**src/rtl/gpio_irq.sv**
```systemverilog
// GPIO edge-interrupt block: per-pin 2-flop synchronizer, counter debounce, and a small
// register file (LEVEL / PENDING / ENABLE / POLARITY) with a level interrupt output.
module gpio_irq #(
   parameter int unsigned WIDHT           = 5,
   parameter int unsigned DEBOUNCE_CYCLES = 4
) (
   input  logic             clk,
   input  logic             reset,
   input  logic             read,
   input  logic             write,
   input  logic [31:0]      address,
   input  logic [31:0]      write_data,
   output logic [31:0]      read_data,
   input  logic [WIDHT-1:0] gpio_in,
   output logic             irq
);

   localparam int unsigned CntW = $clog2(DEBOUNCE_CYCLES);
   localparam logic [CntW-1:0] CntMax = CntW'(DEBOUNCE_CYCLES - 1);

   typedef enum logic [1:0] {RegLevel, RegPending, RegEnable, RegPolarity} reg_sel_e;

   reg_sel_e         sel;
   logic [WIDHT-1:0] s1_q, s2_q;
   logic [WIDHT-1:0] db_q, db_d;
   logic [CntW-1:0]  cnt_q [WIDHT];
   logic [CntW-1:0]  cnt_d [WIDHT];
   logic [WIDHT-1:0] pending_q, pending_d;
   logic [WIDHT-1:0] enable_q, enable_d;
   logic [WIDHT-1:0] polarity_q, polarity_d;
   logic [WIDHT-1:0] set_evt, clr_mask, rd_reg;
   logic             unused_bus;

   assign sel = reg_sel_e'(address[3:2]);
   assign unused_bus = ^{address[31:4], address[1:0], write_data};

   // A pin's level is accepted once s2 has disagreed with db for DEBOUNCE_CYCLES edges in a row.
   always_comb begin
      db_d = db_q;
      for (int i = 0; i < int'(WIDHT); i++) begin
         cnt_d[i] = '0;
         if (s2_q[i] != db_q[i]) begin
            if (cnt_q[i] == CntMax) begin
               db_d[i] = s2_q[i];
            end else begin
               cnt_d[i] = cnt_q[i] + 1'b1;
            end
         end
      end
   end

   // POLARITY 0 flags a 0->1 change, 1 flags a 1->0 change.
   assign set_evt = (db_d ^ db_q) & (db_d ^ polarity_q);

   always_comb begin
      clr_mask   = '0;
      enable_d   = enable_q;
      polarity_d = polarity_q;
      if (write) begin
         unique case (sel)
            RegPending:  clr_mask   = write_data[WIDHT-1:0];
            RegEnable:   enable_d   = write_data[WIDHT-1:0];
            RegPolarity: polarity_d = write_data[WIDHT-1:0];
            default:     ;
         endcase
      end
      // A new event beats a same-cycle clear.
      pending_d = (pending_q & ~clr_mask) | set_evt;
   end

   always_comb begin
      rd_reg = '0;
      if (read) begin
         unique case (sel)
            RegLevel:    rd_reg = db_q;
            RegPending:  rd_reg = pending_q;
            RegEnable:   rd_reg = enable_q;
            RegPolarity: rd_reg = polarity_q;
            default:     rd_reg = '0;
         endcase
      end
      read_data = 32'(rd_reg);
   end

   assign irq = |(pending_q & enable_q);

   always_ff @(posedge clk or negedge reset) begin
      if (!reset) begin
         s1_q       <= '0;
         s2_q       <= '0;
         db_q       <= '0;
         cnt_q      <= '{default: '0};
         pending_q  <= '0;
         enable_q   <= '0;
         polarity_q <= '0;
      end else begin
         s1_q       <= gpio_in;
         s2_q       <= s1_q;
         db_q       <= db_d;
         cnt_q      <= cnt_d;
         pending_q  <= pending_d;
         enable_q   <= enable_d;
         polarity_q <= polarity_d;
      end
   end

endmodule

```
**config.mk**
```make
export PLATFORM = sky130hd
export DESIGN_NAME = gpio_irq
export DESIGN_NICKNAME = d
export VERILOG_FILES = /design/src/rtl/gpio_irq.sv
export SDC_FILE = /design/constraint.sdc
export NUM_CORES = 1
export LEC_CHECK = 0
export ABC_AREA = 1
export CAP_MARGIN = 20
export CORE_MARGIN = 4
export CORE_UTILIZATION = 42
export CTS_CLUSTER_DIAMETER = 100
export DETAILED_ROUTE_END_ITERATION = 10
export PLACE_DENSITY = 0.88
export RECOVER_POWER = 100
export SLEW_MARGIN = 0
export SYNTH_ARGS = -nofsm -noshare
export SYNTH_HDL_FRONTEND = slang
export SYNTH_SLANG_ARGS = --single-unit
```
**constraint.sdc**
```tcl
create_clock -name clk -period 2.7 [get_ports clk]
set_input_delay 0.54 -clock clk [delete_from_list [all_inputs] [get_ports clk]]
set_output_delay 0.54 -clock clk [all_outputs]
set_load 0.005 [all_outputs]
```
**Yosys cells after proc, flatten, opt, wreduce, memory -nomap -nowiden**

Index checks and enable logic that the tools add are counted.

- Add/sub/neg operators: 5
- Equality and inequality tests: 13
- Multiplexer cells: 24
- Bitwise logic cells: 7
- Reductions and logical operators: 4

Operator list:

| operator | number |
|---|---|
| $mux W2 | 10 |
| $pmux W5 S4 | 1 |
| $and A5 B5 Y5 | 3 |
| $mux W5 | 3 |
| $eq A2 B2 Y1 const B | 7 |
| $add A2 B1 Y2 const B | 5 |
| $mux W1 | 10 |
| $xor A5 B5 Y5 | 2 |
| $ne A1 B1 Y1 | 5 |
| $not A5 Y5 | 1 |
| $or A5 B5 Y5 | 1 |
| $reduce_or A5 Y1 | 1 |
| $reduce_and A2 Y1 | 2 |
| $eq A2 B1 Y1 const B | 1 |
| $logic_not A2 Y1 | 1 |

- Register bits after elaboration: 40
- Input bits: 73
- Output and inout port bits: 33
- Word-level logic and storage cells: 64

**Logic depth before layout (Yosys ltp)**

Gate-level depths: netlist of the first run.

- Word-level depth: 6
- Gate-level depth with buffers: 6

**Least setup slack after synthesis of the first run**

OpenSTA, ideal clock, no wires.

- Path kind: input to output
- From: in address[3]
- To: out read_data[0]
- Arrival: 1.046 ns
- Required time: 2.160 ns
- Slack: 1.114 ns
- Stages on the path: 5
- Path through: buf_6 buf_6 a21oi_1 nor2_1 nor2_1

- Word-level cells in the longest chain between the ends: 3

Ends and longest elaborated chain:

| what | RTL line | text |
|---|---|---|
| start, declared | 11 | `input logic [31:0] address,` |
| $eq A2 B2 Y1, or another cell as far along | 74 | `unique case (sel)` |
| $pmux W5 S4 (*) | 74 |  |
| $mux W5 (*) | 73 | `if (read) begin` |
| end, declared | 13 | `output logic [31:0] read_data,` |

Every way passes the cells marked *; elsewhere a longest branch is shown, timed or not.

**Worst setup path after layout of the first run**

- From: in address[3]
- To: out read_data[1]

The elaborated chain is that of the path after synthesis.

==> results.toml, run 1 <==
[final_layout]
final_layout_size_suffix_gt1_share_pct = 4.38
fill_cells = 422
insertedDiodeCount = 0
finish.net_count = 329
fin_cells = 303
areaGrowthSynthToFinish_pct = 11.2

[global_routing]
track_usage_pct = 12.4
grt_pass1_wl_um = 5750
overflow = 0
antenna_found_initial = 0
grt_max_degree = 41
grt_pass1_vias = 1293

[floorplan]
dieArea_um2 = 5910
coreArea_um2 = 4470
start_util_pct = 44.5
rows = 24
io_pins = 106
die_y_um = 76.9
fp.dieW_um = 76.9

[clocking]
h-tree-depth = 2
clock_sinks = 40
post-cts-setup-buffers = 0
cts.clk_slew.worst_paths_ns = 0.07
postCtsResizedCells = 0
cts_buffers = 5
clkLatencyLatePin_ns = 0.29
cts.hold.buffers_added = 0
cts_tree = "built"
cts_buffer_depth = 2
root_buffer = "clkbuf_8"

[worst_setup_path]
crit_family = "buffers and inverters"
crit_chain = "clkdlybuf4s50_1 > buf_12 > nand3_1 > nand2_1 > nor2_1 > nor2_1 > clkdlybuf4s50_1"
r2r_start = "cnt_q[0]"
critical-path-max-stage-delay_ns = 0.54
crit_path_start = "address[3]"
end_kind = "primary output"
cp_num_buf_inv = 3
cp_data_arrival_time_ns = 2.04
worstSetupPathType = "in2out"
startpoint_type = "input port"
cp.required_ns = 2.16
path_max_fanout = 17
critPathSlowestCell = "clkdlybuf4s50_1"

[synth]
yosysMostFrequentCell = "nand2_1"
synth_top_family_by_area = "simple AND/OR/NAND/NOR gates"
synth_compound_area_share_pct = 7.91
synth-edff-count = 0
synth_cells = 225
ys_ff_latch = 40
synth_mux_area_share_pct = 0
avgSynthCellArea_um2 = 8.86
synthXorXnorAreaFrac_pct = 2.20
yosys_warnings = 0
netlist_area_um2 = 1990
yosysTopAreaCellShare_pct = 50.2
synth.distinct_cells = 21
synth_ff_type = "dfrtp_1"
synth_async_sr_flop_share_pct = 100
synth_fa_ha_area_share_pct = 3.14
synthSimpleGateAreaFrac_pct = 20.5
yosys.area.top_type = "dfrtp_1"
yosys-top-cells-count = "nand2_1 (43), dfrtp_1 (40), buf_4 (28), nand3_1 (21), nor2_1 (20)"
yosys-top-cells-area = "dfrtp_1 (50%), buf_4 (11%), nand2_1 (8.1%)"
ys_seq_area_share_pct = 50.2

[flow_run]
maxCapViolations = 1

[sta]
hold_viol = 0
max_freq_ghz = 0.387
rsz0062_at_grt = "no"
period_minus_slack_ns = 2.58
finalMaxSlewViolations = 41
postLayoutSetupSlackWorst_ns = 0.118
tightest_slew_ns = 2.05
finClkSkew_ns = 0.00277
max-slew-margin-rel_pct = -36.7
final.setup.tns_ns = 0
timing.final.crit_share_pct = 95.6
setup_viol = 0

[hold_path]
hold_start = "s1_q[0]"
hold_class = "reg2reg"

[pwr]
cellLeakagePower_uw = 0.00112
power.density_nw_per_um2 = 773
vdd_drop_max_uv = 520

[routing]
wirelength_um = 3410
drc = 0
wl_per_cell_um = 11.3
drt-pass1-iter-count = 4
viasPerCell = 4.70
vias = 1423
postRouteAntennaNets = 0
drt-initial-drc-count = 63

[status]
outcome = "finished, violations left"
violations = "capacitance limit, slew limit"

[placed_design]
io_buffers = 21
post-place-cells = 296
gp_congestion = 0.774
place_ws_ns = 0.0271
dp_hpwl_um = 2550
## worst register-to-register path, delay by kind of cell, from the launching register on
kind / cells / cell delay (ns)
compound gates: 1 / 0.06
fa+ha+maj: 1 / 0.25
flops: 1 / 0.39
simple gates: 1 / 0.14
## placed cells by master, fill, tap and decap left out, types with 6 or more instances in the layout
cell type	count
nand2_1	42
dfrtp_1	40
conb_1	27
nand3_1	23
nor2_1	21
inv_1	20
clkdlybuf4s50_1	14
o21ai_0	11
a21oi_1	9
dlygate4sd3_1	6
## sequential cells by signal, summed over array words and instances, names as in the netlist
register    flops
cnt_q          10
db_q            5
s1_q            5
enable_q        5
polarity_q      5
s2_q            5
pending_q       5
## cells by family after synthesis
kind of cell | count (synthesis)
buffers and inverters | 52
adders and majority gates | 5
and+or+nand+nor | 93
other | 1
DFF | 40
AOI/OAI and AO/OA | 29
xor gates and xnor gates | 5
## per-layer routing
metal	share of wire, %	global-route usage (%)	vias up	routed length, µm
met1	43	14.8	663	1480
li1	-	-	715	-
met2	49	20.7	40	1660
met3	6.6	4.45	5	226
met4	1.3	3.80	0	44
met5	0	0	-	0
## stage by stage
stage	instance area (µm²)	power [µW]	hold WS [ns]	utilization (%)
2_1_floorplan	2090	1240	0.244	-
3_3_place_gp	2160	1340	0.331	48.2
3_5_place_dp	2160	1380	0.336	48.2
4_1_cts	2240	1740	0.352	50.0
5_1_grt	2220	1860	0.357	49.6
6_report	2220	1710	0.350	49.6
## where the power goes
group          switching [µW]  leakage, µW  internal (µW)
Combinational             232     0.000591            225
Clock                     191    0.0000410            175
Sequential                129     0.000489            761
## layout make-up
class / count / area, µm² / share of cell area, %
Sequential cell: 40 / 1000 / 45.1
Multi-Input combinational cell: 159 / 756 / 34.1
Timing Repair Buffer: 24 / 239 / 10.8
Inverter: 21 / 78.8 / 3.56
Clock buffer: 6 / 72.6 / 3.27
Tap cell: 52 / 65.1 / 2.93
Clock inverter: 1 / 5.00 / 0.226
## path summary, 6_finish.rpt
kind,end,slack [ns],depth (start not counted)
setup / recovery,read_data[1],0.12,7
setup reg to reg,db_q[4],1.74,3
max in group asynchronous,cnt_q[8],0.70,1
min in group asynchronous,s1_q[2],0.83,1
hold reg to reg,s2_q[0],0.35,0
hold / removal,s2_q[0],0.35,0
No activity file was read; power rests on OpenSTA's default activity.
==> run 2: changes to the inputs <==
- CORE_UTILIZATION: 42 -> 30
- PLACE_DENSITY: 0.88 -> 0.67
==> results.toml, run 2 (same netlist as run 1, synthesis figures left out) <==
[floorplan]
fp.dieW_um = 89.5
rows = 29
dieArea_um2 = 8010
start_util_pct = 31.2
die_y_um = 89.5
io_pins = 106
coreArea_um2 = 6390

[pwr]
vdd_drop_max_uv = 355
cellLeakagePower_uw = 0.00113
power.density_nw_per_um2 = 768

[status]
violations = "capacitance limit, slew limit"
outcome = "finished, violations left"

[routing]
wl_per_cell_um = 11.1
drt-initial-drc-count = 67
postRouteAntennaNets = 0
vias = 1422
wirelength_um = 3650
drc = 0
viasPerCell = 4.31
drt-pass1-iter-count = 4

[clocking]
cts.clk_slew.worst_paths_ns = 0.06
root_buffer = "clkbuf_8"
cts_buffers = 5
clock_sinks = 40
cts_buffer_depth = 2
cts_tree = "built"
h-tree-depth = 2
clkLatencyLatePin_ns = 0.29

[global_routing]
overflow = 0
antenna_found_initial = 0
grt_max_degree = 41
grt_pass1_wl_um = 5970
track_usage_pct = 10.1
grt_pass1_vias = 1292

[placed_design]
dp_hpwl_um = 2610
gp_congestion = 0.791
place_ws_ns = 0.0106
place_area_um2 = 2180
io_buffers = 21

[sta]
setup_viol = 0
hold_viol = 0
final.setup.tns_ns = 0
period_minus_slack_ns = 2.57
finalMaxSlewViolations = 41
rsz0062_at_grt = "no"
max-slew-margin-rel_pct = -40.9
whs_ns = 0.349
finClkSkew_ns = 0.00752
timing.final.crit_share_pct = 95.2
tightest_slew_ns = 2.11
postLayoutSetupSlackWorst_ns = 0.130
max_freq_ghz = 0.389

[worst_setup_path]
cp.required_ns = 2.16
worstSetupPathType = "in2out"
end_kind = "primary output"
startpoint_type = "input port"
cp_data_arrival_time_ns = 2.03
path_max_fanout = 16

[final_layout]
largest_register_ffs = 10
top_register = "cnt_q"
post-route-cell-area_um2 = 2280
post-route-util_pct = 35.8
finish.net_count = 330
final_layout_size_suffix_gt1_share_pct = 6.32
insertedDiodeCount = 0
areaGrowthSynthToFinish_pct = 14.6
layout.cells.most_common_list = "nand2_1 (42), dfrtp_1 (40), conb_1 (27), nand3_1 (21), nor2_1 (20)"
mostFrequentLayoutCell = "nand2_1"

[hold_path]
hold_class = "reg2reg"

[flow_run]
maxCapViolations = 1
run 2: final timing paths:
path,end,cells after the start,start,slack [ns]
worst max-delay path,read_data[0],7,address[3],0.13
worst min-delay path,s2_q[1],0,s1_q[1],0.35
worst max register to register,db_q[4],3,cnt_q[0],1.76
worst min register to register,s2_q[1],0,s1_q[1],0.35
max in group asynchronous,s1_q[1],1,reset,0.63
min in group asynchronous,pending_q[2],1,reset,0.86
run 2: timing repair:
action / 4_1_cts / 5_1_grt
hold buffers: 0 / 0
buffers inserted: 0 / 1
hold endpoints to repair: 0 / 0
endpoints found under the setup margin: 1 / 5
resized for setup: 1 / 5
run 2: worst max-delay path: stages:
cell,delay [ns]
clkdlybuf4s50_1,0.51
buf_6,0.18
nand3_1,0.08
nand2_1,0.07
nor2_1,0.04
nor2_1,0.10
clkdlybuf4s50_1,0.52
run 2: metal layers:
metal	wire length, µm	part of all wire, %	track usage [%]
met4	86	2.4	5.68
met2	1750	48	16.8
met1	1520	42	11.6
met3	293	8.0	2.86
met5	0	0	0
run 2: area by class of cell:
class,instances,area [µm²]
Fill cell,663,4100
Sequential cell,40,1000
Multi-Input combinational cell,159,776
Timing Repair Buffer,25,241
Tap cell,77,96.3
Clock buffer,8,90.1
Inverter,21,78.8
run 2: report_power, final:
part / switching [µW] / leakage, µW / total (µW) / internal (µW)
Combinational: 233 / 0.000594 / 457 / 223
Sequential: 134 / 0.000489 / 895 / 761
Clock: 193 / 0.0000455 / 401 / 208
Total: 560 / 0.00113 / 1750 / 1190
run 2: through the flow:
stage / std cells / power [µW]
6_report: 330 / 1750
5_1_grt: 330 / 1900
4_1_cts: 329 / 1780
3_5_place_dp: 321 / 1370
3_3_place_gp: 321 / 1350
2_1_floorplan: 251 / 1240
